`config.mk`:
```
export PLATFORM = sky130hd
export DESIGN_NAME = hdb3_dec_sched
export DESIGN_NICKNAME = d
export VERILOG_FILES = /design/src/rtl/hdb3_pkg.sv /design/src/rtl/hdb3_rr_arb.sv /design/src/rtl/hdb3_dec_sched.sv
export SDC_FILE = /design/constraint.sdc
export NUM_CORES = 1
export LEC_CHECK = 0
export ABC_AREA = 1
export ABC_CLOCK_PERIOD_IN_PS = 2500
export CAP_MARGIN = 20
export CORE_ASPECT_RATIO = 0.8
export CORE_UTILIZATION = 48
export CTS_CLUSTER_DIAMETER = 150
export DETAILED_ROUTE_END_ITERATION = 16
export HOLD_SLACK_MARGIN = 0.03
export PLACE_DENSITY = 0.8
export SYNTH_ARGS = -nofsm -noshare
export SYNTH_HDL_FRONTEND = slang
export SYNTH_SLANG_ARGS = --single-unit
```
`constraint.sdc`:
```
create_clock -name clk -period 2.5 [get_ports clk]
set_input_delay 0.5 -clock clk [delete_from_list [all_inputs] [get_ports clk]]
set_output_delay 0.5 -clock clk [all_outputs]
set_load 0.02 [all_outputs]
```
`src/rtl/hdb3_pkg.sv`:
```
`default_nettype none
// ============================================================================
// Module : hdb3_pkg
// Brief  : Shared constants, tag type and width helper for the HDB3 scheduler.
// Rev    : 1.0  initial release
// ============================================================================
package hdb3_pkg;

    localparam int SYM_W    = 3;
    // Tag channel field is sized for the largest supported channel count (8).
    localparam int CH_MAX_W = 3;

    function automatic int clog2(input int n);
        int w;
        w = 1;
        while ((1 << w) < n) begin
            w = w + 1;
        end
        return w;
    endfunction

    typedef struct packed {
        logic                vld;
        logic [CH_MAX_W-1:0] ch;
    } tag_t;

endpackage
`default_nettype wire

```
`src/rtl/hdb3_rr_arb.sv`:
```
`default_nettype none
// ============================================================================
// Module : hdb3_rr_arb
// Brief  : Round-robin arbiter, one-hot grant, pointer advances past winner.
// Rev    : 1.0  initial release
// ============================================================================
module hdb3_rr_arb
    import hdb3_pkg::*;
#(
    parameter int NCH = 4
) (
    input  logic                clk,
    input  logic                rst,
    input  logic [NCH-1:0]      req,
    output logic [NCH-1:0]      grant,
    output logic [CH_MAX_W-1:0] gnt_idx
);

    logic [CH_MAX_W-1:0] ptr;
    logic                found;

    // First pass covers ptr..NCH-1, second pass wraps to 0..ptr-1.
    always_comb begin
        grant   = '0;
        gnt_idx = '0;
        found   = 1'b0;
        for (int c = 0; c < NCH; c++) begin
            if (!found && req[c] && (CH_MAX_W'(c) >= ptr)) begin
                found    = 1'b1;
                grant[c] = 1'b1;
                gnt_idx  = CH_MAX_W'(c);
            end
        end
        for (int c = 0; c < NCH; c++) begin
            if (!found && req[c]) begin
                found    = 1'b1;
                grant[c] = 1'b1;
                gnt_idx  = CH_MAX_W'(c);
            end
        end
    end

    always_ff @(posedge clk) begin
        if (rst) begin
            ptr <= '0;
        end else if (found) begin
            ptr <= (int'(gnt_idx) == NCH - 1) ? '0 : gnt_idx + CH_MAX_W'(1);
        end
    end

endmodule
`default_nettype wire

```
`src/rtl/hdb3_dec_sched.sv`:
```
`default_nettype none
// ============================================================================
// Module : hdb3_dec_sched
// Brief  : Time-shares one HDB3 decoder among NCH channels with tag routing.
// Rev    : 1.0  initial release
// ============================================================================
module hdb3_dec_sched
    import hdb3_pkg::*;
#(
    parameter int NCH     = 4,
    parameter int DEC_LAT = 1,
    parameter int ERR_W   = 8
) (
    input  logic                 clk,
    input  logic                 rst,
    input  logic [NCH-1:0]       ch_en_i,
    input  logic [3*NCH-1:0]     sym_i,
    input  logic [NCH-1:0]       sym_vld_i,
    output logic [NCH-1:0]       sym_rdy_o,
    output logic [2:0]           dec_sym_o,
    output logic                 dec_vld_o,
    input  logic                 dec_data_i,
    input  logic                 dec_err_i,
    input  logic                 dec_vld_i,
    output logic [NCH-1:0]       out_data_o,
    output logic [NCH-1:0]       out_err_o,
    output logic [NCH-1:0]       out_vld_o,
    input  logic                 err_clr_i,
    output logic [ERR_W*NCH-1:0] err_cnt_o,
    output logic                 proto_err_o
);

    logic [NCH-1:0]      req;
    logic [NCH-1:0]      grant;
    logic [CH_MAX_W-1:0] gnt_idx;
    logic                xfer;
    logic [SYM_W-1:0]    gnt_sym;
    tag_t                tag_q [DEC_LAT+1];
    tag_t                tag_last;
    logic [2:0]          blank_cnt;
    logic [ERR_W-1:0]    cnt [NCH];

    assign req       = sym_vld_i & ch_en_i & {NCH{~rst}};
    assign sym_rdy_o = grant;
    assign xfer      = |grant;
    assign tag_last  = tag_q[DEC_LAT];

    hdb3_rr_arb #(
        .NCH (NCH)
    ) u_arb (
        .clk     (clk),
        .rst     (rst),
        .req     (req),
        .grant   (grant),
        .gnt_idx (gnt_idx)
    );

    always_comb begin
        gnt_sym = '0;
        for (int c = 0; c < NCH; c++) begin
            if (grant[c]) begin
                gnt_sym = sym_i[SYM_W*c +: SYM_W];
            end
        end
    end

    always_ff @(posedge clk) begin
        if (rst) begin
            dec_vld_o <= 1'b0;
            dec_sym_o <= '0;
        end else begin
            dec_vld_o <= xfer;
            if (xfer) begin
                dec_sym_o <= gnt_sym;
            end
        end
    end

    // Stage 0 travels with the issue register; stage DEC_LAT meets dec_vld_i.
    always_ff @(posedge clk) begin
        if (rst) begin
            for (int i = 0; i <= DEC_LAT; i++) begin
                tag_q[i] <= '0;
            end
        end else begin
            tag_q[0] <= '{vld: xfer, ch: gnt_idx};
            for (int i = 1; i <= DEC_LAT; i++) begin
                tag_q[i] <= tag_q[i-1];
            end
        end
    end

    always_ff @(posedge clk) begin
        if (rst) begin
            out_data_o  <= '0;
            out_err_o   <= '0;
            out_vld_o   <= '0;
            proto_err_o <= 1'b0;
            blank_cnt   <= 3'(DEC_LAT + 1);
        end else begin
            out_vld_o <= '0;
            if (dec_vld_i && tag_last.vld) begin
                for (int c = 0; c < NCH; c++) begin
                    if (tag_last.ch == CH_MAX_W'(c)) begin
                        out_data_o[c] <= dec_data_i;
                        out_err_o[c]  <= dec_err_i;
                        out_vld_o[c]  <= 1'b1;
                    end
                end
            end
            // Responses still draining from before reset must not flag errors.
            if (dec_vld_i && !tag_last.vld && (blank_cnt == 3'd0)) begin
                proto_err_o <= 1'b1;
            end
            if (blank_cnt != 3'd0) begin
                blank_cnt <= blank_cnt - 3'd1;
            end
        end
    end

    for (genvar c = 0; c < NCH; c++) begin : g_cnt
        always_ff @(posedge clk) begin
            if (rst || err_clr_i) begin
                cnt[c] <= '0;
            end else if (out_vld_o[c] && out_err_o[c] && (cnt[c] != {ERR_W{1'b1}})) begin
                cnt[c] <= cnt[c] + ERR_W'(1);
            end
        end
        assign err_cnt_o[ERR_W*c +: ERR_W] = cnt[c];
    end

endmodule
`default_nettype wire

```
======== Yosys cells after proc, flatten, opt, wreduce, memory -nomap -nowiden ========
Memory sizes are Yosys's and may differ from the RTL's.
Cells that the tools add are included.
W data, S select, Z words.
storage, ports and cells
  register bits after elaboration ......... 23
  bits in writable memories ............... 40
  output and inout bits ................... 53
  logic and storage cells ................. 138
  memories ................................ 2
cells by class
  add/sub/neg operators ................... 6
  $lt $le $gt $ge ......................... 4
  eq/ne operators ......................... 8
  muxes and demuxes ....................... 54
  bitwise gates (word level) .............. 10
  reduce and logical (&&, ||, !) cells .... 40
memory list
  name   words  bits a word  read ports  clocked after Yosys merged registers in  write ports  line                  source
  cnt    4      8            4           0                                        4            hdb3_dec_sched.sv:41  logic [ERR_W-1:0] cnt [NCH];
  tag_q  2      4            2           0                                        2            hdb3_dec_sched.sv:38  tag_t tag_q [DEC_LAT+1];
operators by type and width
  kind                   number
  $mux W1                37
  $add A8 B1 Y8 const B  4
  $mux W8                4
  $ne A8 B8 Y1 const B   4
  $logic_and A1 B1 Y1    22
  $mux W3                5
  $mux W2                6
  $and A4 B4 Y4          2
  $logic_not A1 Y1       8
  $mux W4                2
  $reduce_and A2 Y1      4
  $eq A3 B2 Y1 const B   2
  $ge A1 B3 Y1 const A   2
  $ge A2 B3 Y1 const A   2
  $logic_not A3 Y1       2
  $or A1 B1 Y1           6
  $reduce_or A4 Y1       1
  $add A2 B1 Y3 const B  1
  $eq A3 B1 Y1 const B   1
  $reduce_bool A3 Y1     1
  $sub A3 B1 Y3 const B  1
  $eq A2 B2 Y1 const B   1
  $not A1 Y1             2
  $reduce_or A2 Y1       1
  $logic_or A1 B1 Y1     1

======== Longest topological paths before layout ========
  word-level depth ........................ 30
  depth in mapped cells ................... 13
  gate-level depth less buffers ........... 13

======== Hierarchy ========
A second synthesis with hierarchy kept.
second synthesis, totals
  cell total of the unflattened synthesis .. 405
  area total of the unflattened synthesis .. 3,240.6 µm²
modules (own cells, without submodules)
  module          instances  cells an instance  area each (µm²)  sequential area each (µm²)
  hdb3_dec_sched  1          359                2,962.8          1,501.4
  hdb3_rr_arb     1          46                 277.8            40.0

======== Worst setup path after synthesis ========
No wires, ideal clock.
  kind .................................... reg-to-reg
  start ................................... memory cnt[1][0]
  end ..................................... memory cnt[1][0] (enable)
  library setup time ...................... 0.384 ns
  data arrival time ....................... 1.686 ns
  data required time ...................... 2.116 ns
  slack ................................... 0.430 ns
  stages on the path, launching flop included .. 7
  buffers on the path ..................... 0
  period minus slack after synthesis ...... 2.070 ns
  path through ............................ edfxtp_1 -> ha_1 -> nand3_1 -> nor2_1 -> nand2_1 -> nor3_1 -> o21ai_0
RTL lines
  item             line
  start, declared  hdb3_dec_sched.sv:41

======== Worst setup path after layout ========
  start ................................... input rst
  end ..................................... output sym_rdy_o[2]
on the way
  longest elaborated chain between the ends .. 25
  elaborated cells on any way between the ends .. 26
  those cells by class .................... mux: 8; bitwise: 2; reduce/logical: 16
ends and longest elaborated chain
  item                               line                  source
  start, declared                    hdb3_dec_sched.sv:15  input logic rst,
  $not A1 Y1 (*)                     hdb3_dec_sched.sv:43  assign req = sym_vld_i & ch_en_i & {NCH{~rst}};
  $and A4 B4 Y4 (*)                  hdb3_dec_sched.sv:43
  $logic_and A1 B1 Y1                hdb3_rr_arb.sv:28     if (!found && req[c] && (CH_MAX_W'(c) >= ptr)) begin
  $mux W1                            hdb3_rr_arb.sv:28
  $logic_not A1 Y1                   hdb3_rr_arb.sv:28
  $logic_and A1 B1 Y1 (2 in series)  hdb3_rr_arb.sv:28
  $mux W1                            hdb3_rr_arb.sv:28
  $logic_not A1 Y1                   hdb3_rr_arb.sv:28
  [... 8 more ...]                   n/a
  $logic_and A1 B1 Y1                hdb3_rr_arb.sv:35     if (!found && req[c]) begin
  $mux W1                            hdb3_rr_arb.sv:35
  $logic_not A1 Y1                   hdb3_rr_arb.sv:35
  $logic_and A1 B1 Y1                hdb3_rr_arb.sv:35
  $mux W1                            hdb3_rr_arb.sv:35
  $logic_not A1 Y1                   hdb3_rr_arb.sv:35
  $logic_and A1 B1 Y1                hdb3_rr_arb.sv:35
  $mux W1 (*)                        hdb3_rr_arb.sv:35
  end, declared                      hdb3_dec_sched.sv:19  output logic [NCH-1:0] sym_rdy_o,
Every way passes the cells marked *; elsewhere a longest branch is shown, timed or not.

==> impl_metrics.yaml <==
setup_path:
  reg2reg_slack_ns: 0.51
  cp_common_cell: "nand2_2"
  rr_startpoint: "cnt[2][0]"
  critical_path_arrival_ns: 1.84
  r2r_end: "cnt[2][6]"
  r2r_cells: 9
  slowest_stage: "clkdlybuf4s50_1"
  crit_start: "rst"
  crit_chain: "clkdlybuf4s50_1 > buf_6 > nor2_2 > nand2_2 > nand2_2 > nor2_8 > nand4_1 > nand2_2 > buf_2"
  max_stage_delay_ns: 0.47
  startpoint_type: "input pin"
  endpoint: "sym_rdy_o[2]"
  worstPathMaxFanout: 6
  cp-end-kind: "output pin"
  crit_required_ns: 2.00
  path_class: "input pin to output pin"
timing:
  clock_skew_ns: 0.0102
  slew_violations: 0
  fmax_mhz: 427
  fin_crit_sh: 0.936
  rsz0062_at_grt: "no"
  finalWorstPathRequiredPeriod_ns: 2.34
  hold_viol: 0
  max_slew_margin: 0.611
  whs_ns: 0.407
  setup_viol: 0
  worst_slack_ns: 0.161
  tns_ns: 0
  tightestPinTransition_ns: 0.582
floorplanning:
  die_width_um: 89.1
  dieHeight_um: 71.7
  initial_core_util: 0.516
  num_io_pins: 79
  rows: 24
  die_area_um2: 6390
  core_area_um2: 5650
synthesis:
  synth.yosys.warnings: 0
  syn_area_per_cell_um2: 8.52
  syn-num-nets: 374
  synth.area.top_cells: "edfxtp_1 (33%), dfxtp_1 (19%), nor2_1 (8.5%), nand2_1 (7.7%), inv_1 (6.8%)"
  synth_seq_cells: 59
  synth.distinct_cells: 32
  syn_area_um2: 2910
  synth_top_area_frac: 0.330
  synth_top_cell_by_area: "edfxtp_1"
  ys_seq_area_frac: 0.515
  postSynthCellCount: 342
flow_run:
  maxCapViolCount: 0
detailed_routing:
  vias_per_cell: 4.76
  drtAntennaViolNets: 0
  wl_mm: 6.43
  drcViolationCount: 0
  drtPass1Iterations: 4
  drt-initial-drc-count: 129
  wl_per_cell_um: 12.1
  via_count: 2522
placed_design:
  dp_cells: 514
  placed_cell_area_um2: 3910
  io_buffers: 78
  dp_hpwl_mm: 4.83
  pre_cts_slack_ns: -0.319
  routabilityCongestion: 0.812
clocking:
  cts_made_buffers: 9
  cts_root_buffer: "clkbuf_8"
  cts_setup_buffers: 0
  h-tree-depth: 3
  cts.sinks: 59
  clk_latency_ns: 0.33
  cts_buffer_depth: 2
  clkTransAtPathRegs_ns: 0.06
  ctsHoldBuffers: 0
  cts_tree: "yes"
power:
  power.density_nw_per_um2: 586
  leakagePower_nw: 1.70
  ir_drop_mv: 0.422
cells_and_area:
  num_antenna_cells: 0
  final_cells: 530
  nets: 479
  nFillCells: 463
  final_area_um2: 4080
  drive_above_1_share: 0.126
  area_delta_synth_final_pct: 40.2
worst_hold_path:
  hp-class: "flip-flop to flip-flop"
grt:
  grt_util_met3: 0.0599
  grt_pass1_wl_mm: 10.8
  grtUsageTotal: 0.223
  grt_remaining_overflow: 0
  antenna_found_initial: 0
  grt_use_met2: 0.356
  grt_pass1_vias: 2435
  grt_max_degree: 14
  grt-busiest-layer: "met2"
  use_met1: 0.287
status:
  status: "finished, final reports clean"
-- synthesized netlist by cell type --
| cell | count |
|---|---|
| nand2_4 | 2 |
| inv_2 | 2 |
| buf_2 | 1 |
| and3_1 | 4 |
| o21ai_0 | 11 |
| nand3_1 | 17 |
| a31oi_1 | 1 |
| ha_1 | 6 |
| nor2_4 | 2 |
| clkbuf_1 | 1 |
| a21oi_1 | 9 |
| inv_4 | 1 |
| nand4_4 | 1 |
| edfxtp_1 | 32 |
| inv_1 | 53 |
| nor2_2 | 1 |
| buf_6 | 1 |
| nand2_1 | 60 |
| or2_2 | 1 |
| nor3b_1 | 6 |
| nor3_1 | 12 |
| dfxtp_1 | 27 |
| xor2_1 | 4 |
| nor2_8 | 1 |
| nor2_1 | 66 |
| o21a_1 | 1 |
| nand4_1 | 2 |
| nor3_4 | 1 |
| o211ai_1 | 1 |
| nand3_4 | 2 |
| xnor2_1 | 6 |
| nand2_2 | 7 |
-- how the worst min path moves through the flow --
| stage | startpoint | end | slack, ns | cells past startpoint |
|---|---|---|---|---|
| detailed placement | tag_q[0][0] | tag_q[0][4] | 0.40 | 2 |
| floorplan | tag_q[0][0] | tag_q[0][4] | 0.39 | 2 |
| global route | tag_q[0][0] | tag_q[0][4] | 0.42 | 2 |
| CTS | tag_q[0][1] | tag_q[0][5] | 0.41 | 2 |
| global placement | tag_q[0][0] | tag_q[0][4] | 0.39 | 2 |
| finish | tag_q[0][0] | tag_q[0][4] | 0.41 | 2 |
-- critical path, delay by kind of cell --
| family | cells | cell delay, ns |
|---|---|---|
| simple gates | 6 | 0.56 |
| buf+inv | 3 | 0.78 |
-- cells in the final DEF (no fill, tap or decap), types with 2 or more instances in the layout --
master	n
o21ai_0	11
edfxtp_1	32
xor2_1	4
nor3b_1	6
nand3_4	2
buf_4	18
nand2_1	60
clkdlybuf4s50_1	74
xnor2_1	6
clkinvlp_4	2
clkbuf_2	3
clkbuf_8	9
nor2_4	2
inv_2	2
clkbuf_1	2
nand2_2	7
ha_1	6
nand2_4	2
nand4_1	2
inv_1	53
a21oi_1	9
dfxtp_1	27
nand3_1	17
and3_1	4
nor2_1	66
nor3_1	12
-- cells by family (layout without fill, tap and decap cells) --
family | after synthesis | after routing | share of synthesized area
simple gates | 185 | 185 | 0.307
xor+xnor | 10 | 10 | 0.0301
flops | 59 | 59 | 0.515
fa+ha+maj | 6 | 6 | 0.0258
buf+inv | 59 | 169 | 0.0799
compound gates | 23 | 23 | 0.0417
-- report_power, final --
group | internal (mW) | switching, mW
Combinational | 0.198 | 0.221
Clock | 0.456 | 0.377
Sequential | 1.09 | 0.0498
-- area by class of cell --
type	count	area, um2	share of cell area
Clock buffer	11	131	0.0322
Sequential cell	59	1500	0.368
Multi-Input combinational cell	224	1180	0.289
Clock inverter	5	53.8	0.0132
Tap cell	78	97.6	0.0239
Timing Repair Buffer	97	907	0.222
Inverter	56	213	0.0521
-- registers in the layout (all words and copies together) (netlist names) --
signal,cells
out_vld_o,4
out_data_o,4
blank_cnt,3
proto_err_o,1
out_err_o,4
cnt,32
tag_q,6
u_arb.ptr,2
dec_sym_o,3
-- through the flow --
| stage | util | total power [mW] |
|---|---|---|
| finish | 0.723 | 2.39 |
| global route | 0.723 | 2.50 |
| CTS | 0.726 | 2.41 |
| detailed placement | 0.693 | 1.58 |
| global placement | 0.693 | 1.57 |
| floorplan | - | 1.39 |
-- per-layer routing --
layer | vias to the layer above | wire, um | share of wire
met5 | - | 0 | 0
met4 | 0 | 111 | 0.017
met3 | 8 | 302 | 0.047
met2 | 73 | 3050 | 0.47
met1 | 1137 | 2970 | 0.46
li1 | 1304 | - | -
-- what timing repair did --
item	in CTS	in global routing
pin swaps	0	0
hold endpoints to repair	0	0
setup endpoints to repair	4	4
gates resized for setup	7	7
No activity file was read; power rests on OpenSTA's default activity.
